[src/rtl/spi_audio_rx.sv]
// rtl/spi_audio_rx.sv - oversampled SPI-slave audio word receiver.
// Optional flow control (audio_ack/overrun) when SPI_AUDIO_RX_HANDSHAKE_EN is defined.
module spi_audio_rx #(
  parameter int DATA_W      = 16,
  parameter int MSB_FIRST   = 1,
  parameter int SAMPLE_EDGE = 0,
  parameter int SYNC_STAGES = 2
) (
  input  logic              clk,
  input  logic              reset,
  input  logic              sclk_in,
  input  logic              mosi_in,
  input  logic              active,
`ifdef SPI_AUDIO_RX_HANDSHAKE_EN
  input  logic              audio_ack,
  output logic              overrun,
`endif
  output logic [DATA_W-1:0] audio_out,
  output logic              data_ready,
  output logic              frame_err,
  output logic              busy
);

  localparam int CNT_W = $clog2(DATA_W);
  localparam logic [CNT_W-1:0] LAST_BIT = CNT_W'(DATA_W - 1);

  typedef enum logic {
    IDLE,
    RECEIVING
  } state_t;

  state_t state, state_n;

  logic [SYNC_STAGES-1:0] sclk_sync, mosi_sync, act_sync;
  logic sclk_s, mosi_s, act_s, sclk_d;
  logic edge_q, bit_q, act_q;

  logic [DATA_W-1:0] shift_q, shift_n, shifted, word_n, word_q;
  logic [CNT_W-1:0]  cnt_q, cnt_n;
  logic              word_done, trunc, done_q, err_q;

  assign sclk_s = sclk_sync[SYNC_STAGES-1];
  assign mosi_s = mosi_sync[SYNC_STAGES-1];
  assign act_s  = act_sync[SYNC_STAGES-1];

  // Edge, data bit and frame enable are registered together so an edge and a
  // frame drop seen in the same cycle are handled in a fixed order.
  always_ff @(posedge clk) begin
    if (reset) begin
      sclk_sync <= '0;
      mosi_sync <= '0;
      act_sync  <= '0;
      sclk_d    <= 1'b0;
      edge_q    <= 1'b0;
      bit_q     <= 1'b0;
      act_q     <= 1'b0;
    end else begin
      sclk_sync <= {sclk_sync[SYNC_STAGES-2:0], sclk_in};
      mosi_sync <= {mosi_sync[SYNC_STAGES-2:0], mosi_in};
      act_sync  <= {act_sync[SYNC_STAGES-2:0], active};
      sclk_d    <= sclk_s;
      edge_q    <= (SAMPLE_EDGE == 0) ? (sclk_s & ~sclk_d) : (~sclk_s & sclk_d);
      bit_q     <= mosi_s;
      act_q     <= act_s;
    end
  end

  always_ff @(posedge clk) begin
    if (reset) begin
      state <= IDLE;
    end else begin
      state <= state_n;
    end
  end

  always_comb begin
    state_n   = state;
    shift_n   = shift_q;
    cnt_n     = cnt_q;
    word_n    = shift_q;
    word_done = 1'b0;
    trunc     = 1'b0;
    shifted   = (MSB_FIRST != 0) ? {shift_q[DATA_W-2:0], bit_q}
                                 : {bit_q, shift_q[DATA_W-1:1]};
    case (state)
      IDLE: begin
        shift_n = '0;
        cnt_n   = '0;
        if (act_q) state_n = RECEIVING;
      end
      RECEIVING: begin
        if (edge_q) begin
          if (cnt_q == LAST_BIT) begin
            word_done = 1'b1;
            word_n    = shifted;
            shift_n   = '0;
            cnt_n     = '0;
          end else begin
            shift_n = shifted;
            cnt_n   = cnt_q + CNT_W'(1);
          end
        end
        // A non-zero count after this cycle's edge means a partial word.
        if (!act_q) begin
          trunc   = (cnt_n != '0);
          state_n = IDLE;
          shift_n = '0;
          cnt_n   = '0;
        end
      end
      default: state_n = IDLE;
    endcase
  end

  always_ff @(posedge clk) begin
    if (reset) begin
      shift_q   <= '0;
      cnt_q     <= '0;
      word_q    <= '0;
      done_q    <= 1'b0;
      err_q     <= 1'b0;
      busy      <= 1'b0;
      frame_err <= 1'b0;
    end else begin
      shift_q   <= shift_n;
      cnt_q     <= cnt_n;
      done_q    <= word_done;
      err_q     <= trunc;
      busy      <= (state_n == RECEIVING);
      frame_err <= err_q;
      if (word_done) word_q <= word_n;
    end
  end

`ifdef SPI_AUDIO_RX_HANDSHAKE_EN
  // data_ready is a level held until audio_ack; a new word while it is held
  // overwrites audio_out and flags overrun unless the ack lands in that cycle.
  always_ff @(posedge clk) begin
    if (reset) begin
      audio_out  <= '0;
      data_ready <= 1'b0;
      overrun    <= 1'b0;
    end else if (done_q) begin
      audio_out  <= word_q;
      data_ready <= 1'b1;
      overrun    <= data_ready & ~audio_ack;
    end else begin
      overrun <= 1'b0;
      if (audio_ack) data_ready <= 1'b0;
    end
  end
`else
  always_ff @(posedge clk) begin
    if (reset) begin
      audio_out  <= '0;
      data_ready <= 1'b0;
    end else begin
      data_ready <= done_q;
      if (done_q) audio_out <= word_q;
    end
  end
`endif

endmodule

[config.mk]
export PLATFORM = sky130hd
export DESIGN_NAME = spi_audio_rx
export DESIGN_NICKNAME = d
export VERILOG_FILES = /design/src/rtl/spi_audio_rx.sv
export SDC_FILE = /design/constraint.sdc
export NUM_CORES = 1
export LEC_CHECK = 0
export ABC_AREA = 1
export ABC_CLOCK_PERIOD_IN_PS = 1700
export CORE_UTILIZATION = 32
export CTS_CLUSTER_DIAMETER = 60
export DETAILED_ROUTE_END_ITERATION = 12
export HOLD_SLACK_MARGIN = 0.03
export SLEW_MARGIN = 20
export SYNTH_ARGS = -nofsm -noshare
export SYNTH_HDL_FRONTEND = slang
export SYNTH_SLANG_ARGS = --single-unit
[constraint.sdc]
create_clock -name clk -period 1.7 [get_ports clk]
set_input_delay 0.425 -clock clk [delete_from_list [all_inputs] [get_ports clk]]
set_output_delay 0.425 -clock clk [all_outputs]
set_load 0.005 [all_outputs]
Yosys cells after proc, flatten, opt, wreduce, memory -nomap -nowiden:

Cells that the tools add are included.

* bits in registers: 67

* reduce and logical (&&, ||, !) cells: 2
* add/subtract/negate cells: 1
* eq/ne operators: 2
* muxes and demuxes: 16
* bitwise operators: 3

Operators by type and width (count)
* two-way mux 16 bit: 6
* case mux 16 bit (2 select lines): 1
* two-way mux 4 bit: 4
* case mux 4 bit (2 select lines): 1
* adder 4 x 1 -> 4 bit, second input constant: 1
* == test 4 bit, second input constant: 1
* two-way mux 1 bit: 4
* nonzero test 4 bit: 1
* inequality test 3 bit, second input constant: 1
* OR reduction 3 bit: 1
* NOT 1 bit: 2
* AND 1 bit: 1

Depth between registers and ports, before layout:

* word-level depth: 6
* gate-level depth with buffers: 7
* mapped depth without buffers: 7

Worst setup path after synthesis:

OpenSTA, ideal clock, no wires.

* path kind: reg-to-reg
* start point: register cnt_q[0]
* end point: register word_q[0]
* setup slack: 0.337 ns
* library setup time: 0.116 ns
* period minus slack after synthesis: 1.363 ns
* cell stages (with the launch flop): 8
* path buffers: 1
* data arrival time: 1.247 ns
* cells stage by stage: dfxtp_1 > ha_1 > inv_1 > nor2_4 > nand3_2 > clkbuf_1 > o21ai_0 > nor2_1

* word-level cells in the longest chain between the ends: 4
* elaborated cells on any way between the ends: 7
* those cells by class: eq/ne (1); mux (6)

RTL lines
* from (decl): RTL line 39 `logic [CNT_W-1:0] cnt_q, cnt_n;`
* from (signal assigned): RTL line 126 `cnt_q <= cnt_n;`
* == test 4 bit (*): RTL line 93 `if (cnt_q == LAST_BIT) begin`
* two-way mux 16 bit or two-way mux 1 bit (tied branches): RTL line 93
* two-way mux 16 bit or two-way mux 1 bit (tied branches): RTL line 92 `if (edge_q) begin`
* two-way mux 16 bit or two-way mux 1 bit (tied branches): RTL line 85 `case (state)`
* to (signal assigned): RTL line 131 `if (word_done) word_q <= word_n;`
* to (decl): RTL line 38 `logic [DATA_W-1:0] shift_q, shift_n, shifted, word_n, word_q;`

Mark *: on every way between the ends. The rest lies on a longest branch, timed or not.
A chain may end at the register's enable or synchronous reset.

Final worst setup path:

* start point: register busy
* end point: output busy

RTL lines
* from (decl): RTL line 21 `output logic busy`
* from (signal assigned): RTL line 129 `busy <= (state_n == RECEIVING);`

No word-level cell between the ends.

==> qor.yml <==
routedLengthMet1_um: 2220
synth-edff-count: 0
fp.coreArea_um2: 6940
path_cells: "clkdlybuf4s50_1"
share_clk_of_total_power: 0.476
remaining_antenna_violation_count: 0
post_layout_nonfiller_instances: 433
post-dp-hpwl_um: 3010
wirelength_um: 4480
min_delay_worst_endpoint: "edge_q"
sum_of_met2_wire_segment_lengths_after_detailed_routing_um: 1980
area_growth_pct: 26.4
grt_first_pass_wirelength_um: 7740
drt-initial-drc-count: 59
cts_max_path_buffers: 2
final_net_count: 340
timing_max_transition_violations_final: 0
cts_sinks: 66
dr_wl_met3_um: 209
cts_inserted_buffers: 9
setup.worst_path.end_class: "primary output"
power.ir.vdd_worst_mv: 0.566
finClkSkew_ns: 0.00641
power.density_nw_per_um2: 1040
groute.usage.overall: 0.134
detail_route.first_pass.iterations: 4
slowest_delay_ns: 0.51
crit_required_ns: 1.27
synth_seq_area_share: 0.561
hold_path_depth: 1
placement_rows: 30
r2r_end: "word_q[1]"
ys_dominant_reg_cell: "sky130_fd_sc_hd__dfxtp_1"
post-route-drc-count: 0
worst_hold_path_type: "register to register"
yosysWarningCount: 0
worst_path_max_delay_cell: "sky130_fd_sc_hd__clkdlybuf4s50_1"
final.hold.worst_slack_ns: 0.393
grt_remaining_overflow: 0
cell_types_with_the_largest_area_share_after_synthesis: "sky130_fd_sc_hd__dfxtp_1, sky130_fd_sc_hd__nor2_1, sky130_fd_sc_hd__o21ai_0, sky130_fd_sc_hd__nand2_1, sky130_fd_sc_hd__inv_1"
critPathBufInv: 1
boundaryPins: 24
sequentialPowerShare: 0.504
wl_per_cell_um: 10.3
cts-resized-gates: 0
syn_area_um2: 2360
asyncSetResetFlopFracSynth: 0
cts.htree.levels: 3
net-switching-power_mw: 0.580
cts.hold.buffers_added: 0
worst_setup_hold_path_clk_slew_ns: 0.07
top_sig_layer: "met4"
drive_gt1_frac: 0.0920
worst-slew-pin-transition_ns: 0.465
synth.top_cell.area_share: 0.561
netSwitchingFraction: 0.188
regToRegStartpoint: "cnt_q[0]"
start_util: 0.339
yosysTopAreaCell: "sky130_fd_sc_hd__dfxtp_1"
vias_in_the_first_global_route: 1732
tritoncts_clock_tree: "done"
design.die.area_um2: 7710
final_period_minus_worst_setup_slack_ns: 1.63
leakage_nw: 1.24
timing_hold_violations_final: 0
report.final.setup_viol: 0
max_clock_freq_mhz: 615
run_status: "complete, no violations"
max_cap_violations: 0
postSynthRegisterBits: 66
grt_antenna_before_repair: 0
synth.distinct_cells: 23
placed_cells: 419
slew_headroom: 0.689
mappedNetlistNets: 307
cp_top_family: "buffers and inverters"
start_kind: "register"
worstRegToRegCells: 6
part_of_the_total_power_dissipated_in_combinational_logic: 0.020
detailroute.via_count: 1906
die_height_um: 87.8
avgSynthCellArea_um2: 7.83
arrival_ns: 1.20
cts-root-buf: "sky130_fd_sc_hd__clkbuf_8"
numPortBuffers: 23
criticalPathCategory: "register to primary output"
grt_setup_unrepaired: "no"
crit_path_max_fanout: 2
gpl.final_weighted_congestion: 0.773
setup-tns-final_ns: 0
cts_setup_buffers: 0
num_antenna_cells: 0
pin_count_of_the_biggest_net_entering_global_routing: 38
cell_internal_pwr_mw: 2.51
ff2ff_setup_slack_ns: 0.20
hold_path.startpoint: "sclk_d"
insertion_delay_ns: 0.33
route.detailed.vias_per_inst: 4.40
floorplan.die.width_um: 87.8
syn-instance-count: 301
layout_worst_path_cycle_share: 0.957
==> synth_stat cells (2+ instances only) <==
master                     number
sky130_fd_sc_hd__dfxtp_1       66
sky130_fd_sc_hd__nand4_1        7
sky130_fd_sc_hd__nand2_1       36
sky130_fd_sc_hd__inv_1         28
sky130_fd_sc_hd__nand3_1       11
sky130_fd_sc_hd__nor3_1         2
sky130_fd_sc_hd__o22ai_1        2
sky130_fd_sc_hd__buf_2          2
sky130_fd_sc_hd__nor2_1        77
sky130_fd_sc_hd__clkbuf_1       9
sky130_fd_sc_hd__clkinv_1       2
sky130_fd_sc_hd__a21oi_1       15
sky130_fd_sc_hd__and3_1         2
sky130_fd_sc_hd__o21ai_0       33
==> area by class of cell <==
| cell class | count | area (um^2) |
|---|---|---|
| Fill cell | 730 | 3960 |
| Multi-Input combinational cell | 191 | 865 |
| Inverter | 31 | 116 |
| Timing Repair Buffer | 35 | 333 |
| Clock buffer | 12 | 165 |
| Tap cell | 96 | 120 |
| Clock inverter | 2 | 60.1 |
| Sequential cell | 66 | 1320 |
==> flip-flops by register name (all words and copies together) (netlist names), 2 cells and up <==
register / count
cnt_q: 4
act_sync: 2
sclk_sync: 2
word_q: 16
shift_q: 15
mosi_sync: 2
audio_out: 16
==> stage by stage <==
stage	power (mW)	setup WS, ns	area (um^2)	util
floorplan	1.63	0.337	2360	-
global placement	1.66	0.167	2760	0.397
detailed placement	1.66	0.147	2760	0.397
CTS	3.14	0.0441	2980	0.429
global route	3.22	0.00584	2980	0.429
finish	3.09	0.0738	2980	0.429
==> logic make-up after synthesis <==
| kind of cell | after synthesis | synth area share |
|---|---|---|
| DFF | 66 | 0.561 |
| buffers and inverters | 44 | 0.0727 |
| and+or+nand+nor | 139 | 0.251 |
| adders and majority gates | 1 | 0.00531 |
| AOI/OAI and AO/OA | 51 | 0.110 |
==> worst max path at each step <==
stage	start	end	slack (ns)	cells past startpoint
2_1_floorplan	cnt_q[0]	word_q[0]	0.34	7
3_3_place_gp	reset	shift_q[10]	0.17	5
3_5_place_dp	reset	shift_q[12]	0.15	5
4_1_cts	busy	busy	0.04	1
5_1_grt	busy	busy	0.006	1
6_report	busy	busy	0.07	1
==> per-layer routing <==
metal,global-route usage,vias up
met5,0,-
met1,0.159,838
met2,0.211,40
li1,-,1022
met4,0.0715,0
met3,0.0518,6
==> power by group through the flow <==
stage | logic, mW | clock network, mW | registers, mW
2_1_floorplan | 0.0351 | 0 | 1.59
3_3_place_gp | 0.0626 | 0 | 1.59
3_5_place_dp | 0.0632 | 0 | 1.59
4_1_cts | 0.0635 | 1.51 | 1.56
5_1_grt | 0.0708 | 1.59 | 1.56
6_report | 0.0623 | 1.47 | 1.56
==> cell usage in the layout, fill, tap and decap left out, types with 2 or more instances in the layout <==
cell,count
sky130_fd_sc_hd__a21oi_1,15
sky130_fd_sc_hd__inv_1,28
sky130_fd_sc_hd__dfxtp_1,66
sky130_fd_sc_hd__clkinv_1,2
sky130_fd_sc_hd__buf_4,11
sky130_fd_sc_hd__nand3_1,11
sky130_fd_sc_hd__nand2_1,36
sky130_fd_sc_hd__clkbuf_8,12
sky130_fd_sc_hd__and3_1,2
sky130_fd_sc_hd__bufinv_16,2
sky130_fd_sc_hd__nand4_1,7
sky130_fd_sc_hd__o22ai_1,2
sky130_fd_sc_hd__nor3_1,2
sky130_fd_sc_hd__nor2_1,77
sky130_fd_sc_hd__clkdlybuf4s50_1,23
sky130_fd_sc_hd__o21ai_0,33
(Power assumes the default switching activity.)
